==> src/rtl/bsg_cgol_job_arbiter.sv <==
// Round-robin job arbiter: locks one bsg_cgol engine to a ring requester for a
// full job (input burst, then result burst) before re-arbitrating.
module bsg_cgol_job_arbiter #(
    parameter int data_width_p = 64,
    parameter int words_in_p   = 101,
    parameter int words_out_p  = 100
) (
    input  logic                         clk_i,
    input  logic                         reset_n_i,
    input  logic                         en_i,
    input  logic [1:0]                   v_i,
    input  logic [1:0][data_width_p-1:0] data_i,
    output logic [1:0]                   ready_o,
    output logic [1:0]                   v_o,
    output logic [data_width_p-1:0]      data_o,
    input  logic [1:0]                   yumi_i,
    output logic                         eng_v_o,
    output logic [data_width_p-1:0]      eng_data_o,
    input  logic                         eng_ready_i,
    input  logic                         eng_v_i,
    input  logic [data_width_p-1:0]      eng_data_i,
    output logic                         eng_yumi_o,
    output logic                         busy_o,
    output logic                         owner_o
);
    localparam int max_words_lp = (words_in_p > words_out_p) ? words_in_p : words_out_p;
    localparam int cnt_width_lp = $clog2(max_words_lp + 1);
    localparam logic [cnt_width_lp-1:0] in_last_lp  = cnt_width_lp'(words_in_p - 1);
    localparam logic [cnt_width_lp-1:0] out_last_lp = cnt_width_lp'(words_out_p - 1);
    localparam logic [cnt_width_lp-1:0] cnt_one_lp  = cnt_width_lp'(1);

    typedef enum logic [1:0] {e_idle = 2'd0, e_load = 2'd1, e_unload = 2'd2} state_e;

    state_e                  state;
    logic                    owner;
    logic                    last_grant;
    logic [cnt_width_lp-1:0] cnt;

    logic in_load, in_unload, in_xfer, grant_v, grantee;
    logic [1:0] owner_onehot;

    assign in_load      = (state == e_load);
    assign in_unload    = (state == e_unload);
    assign owner_onehot = owner ? 2'b10 : 2'b01;

    // Contention alternates away from the last finished job's owner.
    assign grant_v = en_i & (|v_i);
    assign grantee = (&v_i) ? ~last_grant : v_i[1];

    // Datapath is pure muxing: no added latency, no ready->valid or yumi->valid paths.
    assign eng_v_o    = in_load & v_i[owner];
    assign eng_data_o = eng_v_o ? data_i[owner] : '0;
    assign ready_o    = (in_load & eng_ready_i) ? owner_onehot : 2'b00;
    assign in_xfer    = eng_v_o & eng_ready_i;

    // Engine results are only consumed in UNLOAD, so an early result simply waits.
    assign v_o        = (in_unload & eng_v_i) ? owner_onehot : 2'b00;
    assign data_o     = (|v_o) ? eng_data_i : '0;
    assign eng_yumi_o = in_unload & eng_v_i & yumi_i[owner];

    assign busy_o  = in_load | in_unload;
    assign owner_o = owner;

    always_ff @(posedge clk_i or negedge reset_n_i) begin
        if (!reset_n_i) begin
            state      <= e_idle;
            owner      <= 1'b0;
            last_grant <= 1'b1;
            cnt        <= '0;
        end else begin
            case (state)
                e_idle: begin
                    if (grant_v) begin
                        owner <= grantee;
                        cnt   <= '0;
                        state <= e_load;
                    end
                end
                e_load: begin
                    if (in_xfer) begin
                        if (cnt == in_last_lp) begin
                            cnt   <= '0;
                            state <= e_unload;
                        end else begin
                            cnt <= cnt + cnt_one_lp;
                        end
                    end
                end
                e_unload: begin
                    if (eng_yumi_o) begin
                        if (cnt == out_last_lp) begin
                            cnt        <= '0;
                            last_grant <= owner;
                            state      <= e_idle;
                        end else begin
                            cnt <= cnt + cnt_one_lp;
                        end
                    end
                end
                default: state <= e_idle;
            endcase
        end
    end
endmodule

==> config.mk <==
export PLATFORM = sky130hd
export DESIGN_NAME = bsg_cgol_job_arbiter
export DESIGN_NICKNAME = d
export VERILOG_FILES = /design/src/rtl/bsg_cgol_job_arbiter.sv
export SDC_FILE = /design/constraint.sdc
export NUM_CORES = 1
export LEC_CHECK = 0
export BUFFER_PORTS_ARGS = -buffer_cell sky130_fd_sc_hd__buf_2
export CORE_AREA = 2 2 132 134
export DETAILED_ROUTE_END_ITERATION = 8
export DIE_AREA = 0 0 134 136
export PLACE_DENSITY = 0.47
export RECOVER_POWER = 50
export SLEW_MARGIN = 20
export SYNTH_ARGS = -nofsm -noshare
export SYNTH_HDL_FRONTEND = slang
export SYNTH_SLANG_ARGS = --single-unit
==> constraint.sdc <==
create_clock -name clk_i -period 3 [get_ports clk_i]
set_clock_uncertainty 0.2 [all_clocks]
set_input_delay 0.3 -clock clk_i [delete_from_list [all_inputs] [get_ports clk_i]]
set_output_delay 0.3 -clock clk_i [all_outputs]
set_load 0.03 [all_outputs]
* After elaboration in Yosys (flattened, before gate mapping)
Cells that the tools add are included.
Cells by class: magnitude comparators 1, reductions and logical operators 9, add/sub/neg operators 1, multiplexer cells 24, equality and inequality tests 9, bitwise logic cells 8
Operators with widths (number):
- $mux W64 | 4
- $mux W7 | 5
- $pmux W7 S3 | 1
- $mux W2 | 8
- $eq A7 B7 Y1 const B | 2
- $add A7 B1 Y7 const B | 1
- $and A1 B1 Y1 | 6
- $ne A2 B1 Y1 const B | 3
- $pmux W2 S3 | 1
- $mux W1 | 5
- $reduce_and A5 Y1 | 1
- $ne A2 B2 Y1 const B | 2
- $reduce_and A2 Y1 | 2
- $reduce_and A4 Y1 | 1
- $reduce_or A2 Y1 | 2
- $reduce_and A3 Y1 | 1
- $reduce_bool A3 Y1 | 1
- $eq A2 B1 Y1 const B | 1
- $eq A2 B2 Y1 const B | 1
- $logic_not A2 Y1 | 1
- $lt A1 B2 Y1 const B | 1
- $not A1 Y1 | 1
- $or A1 B1 Y1 | 1
Storage, ports and cells: logic and storage cells 56, input port bits 201, output and inout port bits 136, register bits 11

* Logic depth before layout (Yosys ltp)
depth after elaboration 6, gate-level depth with buffers 8, depth with buffers taken out 7

* Worst setup path after synthesis
No wires, ideal clock.
path kind register to register, from register state[0], to register cnt[5], path slack 0.527 ns, path buffers 1, period minus slack after synthesis 2.473 ns, arrival time 2.191 ns, cell stages (with the launch flop) 9, required time 2.718 ns, library setup time 0.082 ns, cells stage by stage dfrtp_1 inv_1 ha_1 inv_1 mux2_2 a221o_1 buf_2 or4_4 o211ai_2
On the way: word-level cells in the longest chain between the ends 5, elaborated cells on any way between the ends 13, classes of those cells 5 x eq/ne; 1 x mux; 4 x bitwise; 3 x reduce/logical
RTL lines:
- start, declared | RTL line 34 | state_e state;
- start signal, assigned | RTL line 66 | state <= e_idle;
- start signal, assigned | RTL line 76 | state <= e_load;
- start signal, assigned | RTL line 83 | state <= e_unload;
- $eq A2 B1 Y1 / $eq A2 B2 Y1 (equally long branches) | RTL line 42, 71, 43
- $and A1 B1 Y1 (on tied branches) | RTL line 51, 59
- $and A1 B1 Y1 (on tied branches) | RTL line 54, 59
- $ne A2 B1 Y1 (no line) / $ne A2 B2 Y1 (equally long branches)
- $reduce_and A4 Y1 (no line)
- end signal, assigned | RTL line 85 | cnt <= cnt + cnt_one_lp;
- end signal, assigned | RTL line 96 | cnt <= cnt + cnt_one_lp;
- end, declared | RTL line 37 | logic [cnt_width_lp-1:0] cnt;
Parallel ways exist; a longest one is shown, timed or not. A chain may end at the register's enable or synchronous reset.

* Worst setup path after layout
from register state[0], to register cnt[4]
The elaborated chain is that of the path after synthesis.

==> results.cfg <==
[cts]
cts.sinks = 11
root_buffer = clkbuf_16
cts_tree = yes
post_cts_buffers = 0
clk_pin_slew_ns = 0.04
cts-buffers-inserted = 3
cts_hold_buffers = 1
clockBufferDepth = 2
h-tree-depth = 1
insertion_delay_ns = 0.24
cts-resized-gates = 0

[yosys]
synth-edff-count = 0
ys_seq_area_share_pct = 12.7
syn-num-nets = 515
synth_cells = 308
ys_ff_latch = 11
async_flop_share_pct = 100
ys_types = 33
synthFlopType = dfrtp_1
synth.yosys.warnings = 0
syn_area_mm2 = 0.00217
syn_area_per_cell_um2 = 7.05

[sta]
rsz0062_at_grt = false
hold_viol = 0
period_share_pct = 87.2
period_minus_slack_ns = 2.62
slew_headroom_pct = 47.4
worst-slew-pin-transition_ns = 0.785
max_freq_ghz = 0.382
fin_setup_tns_ns = 0
setup_viol = 0
slew_violations = 0
fin_ws_ns = 0.385
worst_hold_slack_ns = 0.107

[place]
placed_cells = 841
portBuffers = 336
dp_hpwl_um = 10200
dp_slack_ns = 0.432
gp_congestion = 0.762
placed_cell_area_mm2 = 0.00406

[detailed_routing]
num_vias = 3364
drc_errors = 0
ant_nets = 0
detail_route.vias_per_cell = 3.97
drt-total-wl_um = 12300
drt-initial-drc-count = 112
dr.pass1.iters = 4
routedWlPerCell_um = 14.5

[critical_path]
cp-start-kind = register
slowest_stage = or4_1
cp.arrival_ns = 2.57
cp_slowest_stage_delay_ns = 0.54
path_cells = inv_1 -> ha_2 -> nand3_1 -> a221o_1 -> or4_1 -> o211ai_1
crit_path_end_kind = register
path_max_fanout = 26
cp_top_family = simple AND/OR/NAND/NOR gates
crit_type = reg -> reg
cp_num_buf_inv = 1
cp.required_ns = 2.95

[pwr]
power_density_mw_per_mm2 = 667
internal_power_w = 0.00112
ir_drop_mv = 0.248
seqPwrFrac_pct = 8.4
total_switching_power_w = 0.00160
clock_power_share_pct = 9.1
combPwrFrac_pct = 82.5
p_sw_share_pct = 58.9
power_leakage_nw = 2.62

[finish]
final_common_cell = buf_2
drive_above_1_share_pct = 48.0
nNetsFinal = 829
area_growth_pct = 87.7
final_cell_mix = 279 x buf_2, 69 x nor2_1, 67 x and3_1, 64 x mux2i_1, 58 x clkbuf_1
instances_no_fill = 847
stdcell_area_mm2 = 0.00408
nFillCells = 1957

[worst_hold_path]
hold_path.class = in -> reg

[global_routing]
grt-ovfl-total = 0
grt_use_total_pct = 11.6
grt_max_degree = 70
antenna_found_initial = 3
grt_pass1_vias = 2925
grt_pass1_wl_um = 16700

[flow_run]
maxCapViolations = 0

[die]
core_area_mm2 = 0.0169
floorplan.initialDensity_pct = 12.9
ios = 337
dieHeight_um = 136
num_rows = 48
chipWidth_um = 134
die_area_mm2 = 0.0182

[outcome]
outcome = complete, no violations
routing by layer:
metal	vias up	part of all wire [%]	global-route usage, %
li1	1708	-	-
met2	166	51	21.8
met5	-	0	0
met4	0	0.50	1.06
met1	1481	41	14.3
met3	9	6.7	2.05
flip-flops by register name (all words and copies together) (netlist names):
signal,flops
owner_o,1
cnt,7
state,2
last_grant,1
cell usage after synthesis, drive strengths merged (4+ instances only):
cell type,n,area share (%)
dfrtp,10,12
nand2,12,2.1
o21ai,4,0.92
inv,8,1.4
mux2,5,2.6
ha,6,3.5
mux2i,64,29
and3,67,19
nor2,69,12
clkbuf,30,5.2
nand3,7,1.8
area by class of cell:
cell class | instances | area [um^2] | area share (%)
multi-input cells | 257 | 1740 | 42.7
repair buffers | 341 | 1660 | 40.8
well taps | 225 | 282 | 6.91
flip-flops and latches | 11 | 280 | 6.88
clock buffers | 4 | 78.8 | 1.93
inverters | 8 | 30.0 | 0.737
diodes | 1 | 2.50 | 0.0614
power groups by stage:
stage	Combinational [W]	Clock, W	Sequential [W]
6_report	0.00224	0.000247	0.000229
5_1_grt	0.00242	0.000265	0.000235
4_1_cts	0.00231	0.000253	0.000229
3_5_place_dp	0.00230	0	0.000231
3_3_place_gp	0.00230	0	0.000231
2_1_floorplan	0.00166	0	0.000223
cells by family (layout without fill, tap and decap cells):
kind of cell,Yosys count,in the layout,share of synthesized area (%)
other,0,1,0
muxes,69,69,32.1
and+or+nand+nor,163,163,38.0
buffers and inverters,40,353,7.14
adders and majority gates,6,6,3.46
DFF,11,11,12.7
AOI/OAI and AO/OA,19,19,6.62
final timing paths:
check,cells past startpoint,slack [ns],end,start
min,2,0.11,owner_o,v_i[0]
min in group asynchronous,2,0.39,owner_o,reset_n_i
max in group asynchronous,2,1.75,owner_o,reset_n_i
max,6,0.38,cnt[4],state[0]
min reg2reg,2,0.34,cnt[1],cnt[1]
max reg2reg,6,0.38,cnt[4],state[0]
through the flow:
step                power [W]  util, %
global route          0.00292     24.1
CTS                   0.00279     24.6
global placement      0.00253     24.1
finish                0.00272     24.2
detailed placement    0.00253     24.1
floorplan             0.00189        -
Power figures use the tool's default switching activity.
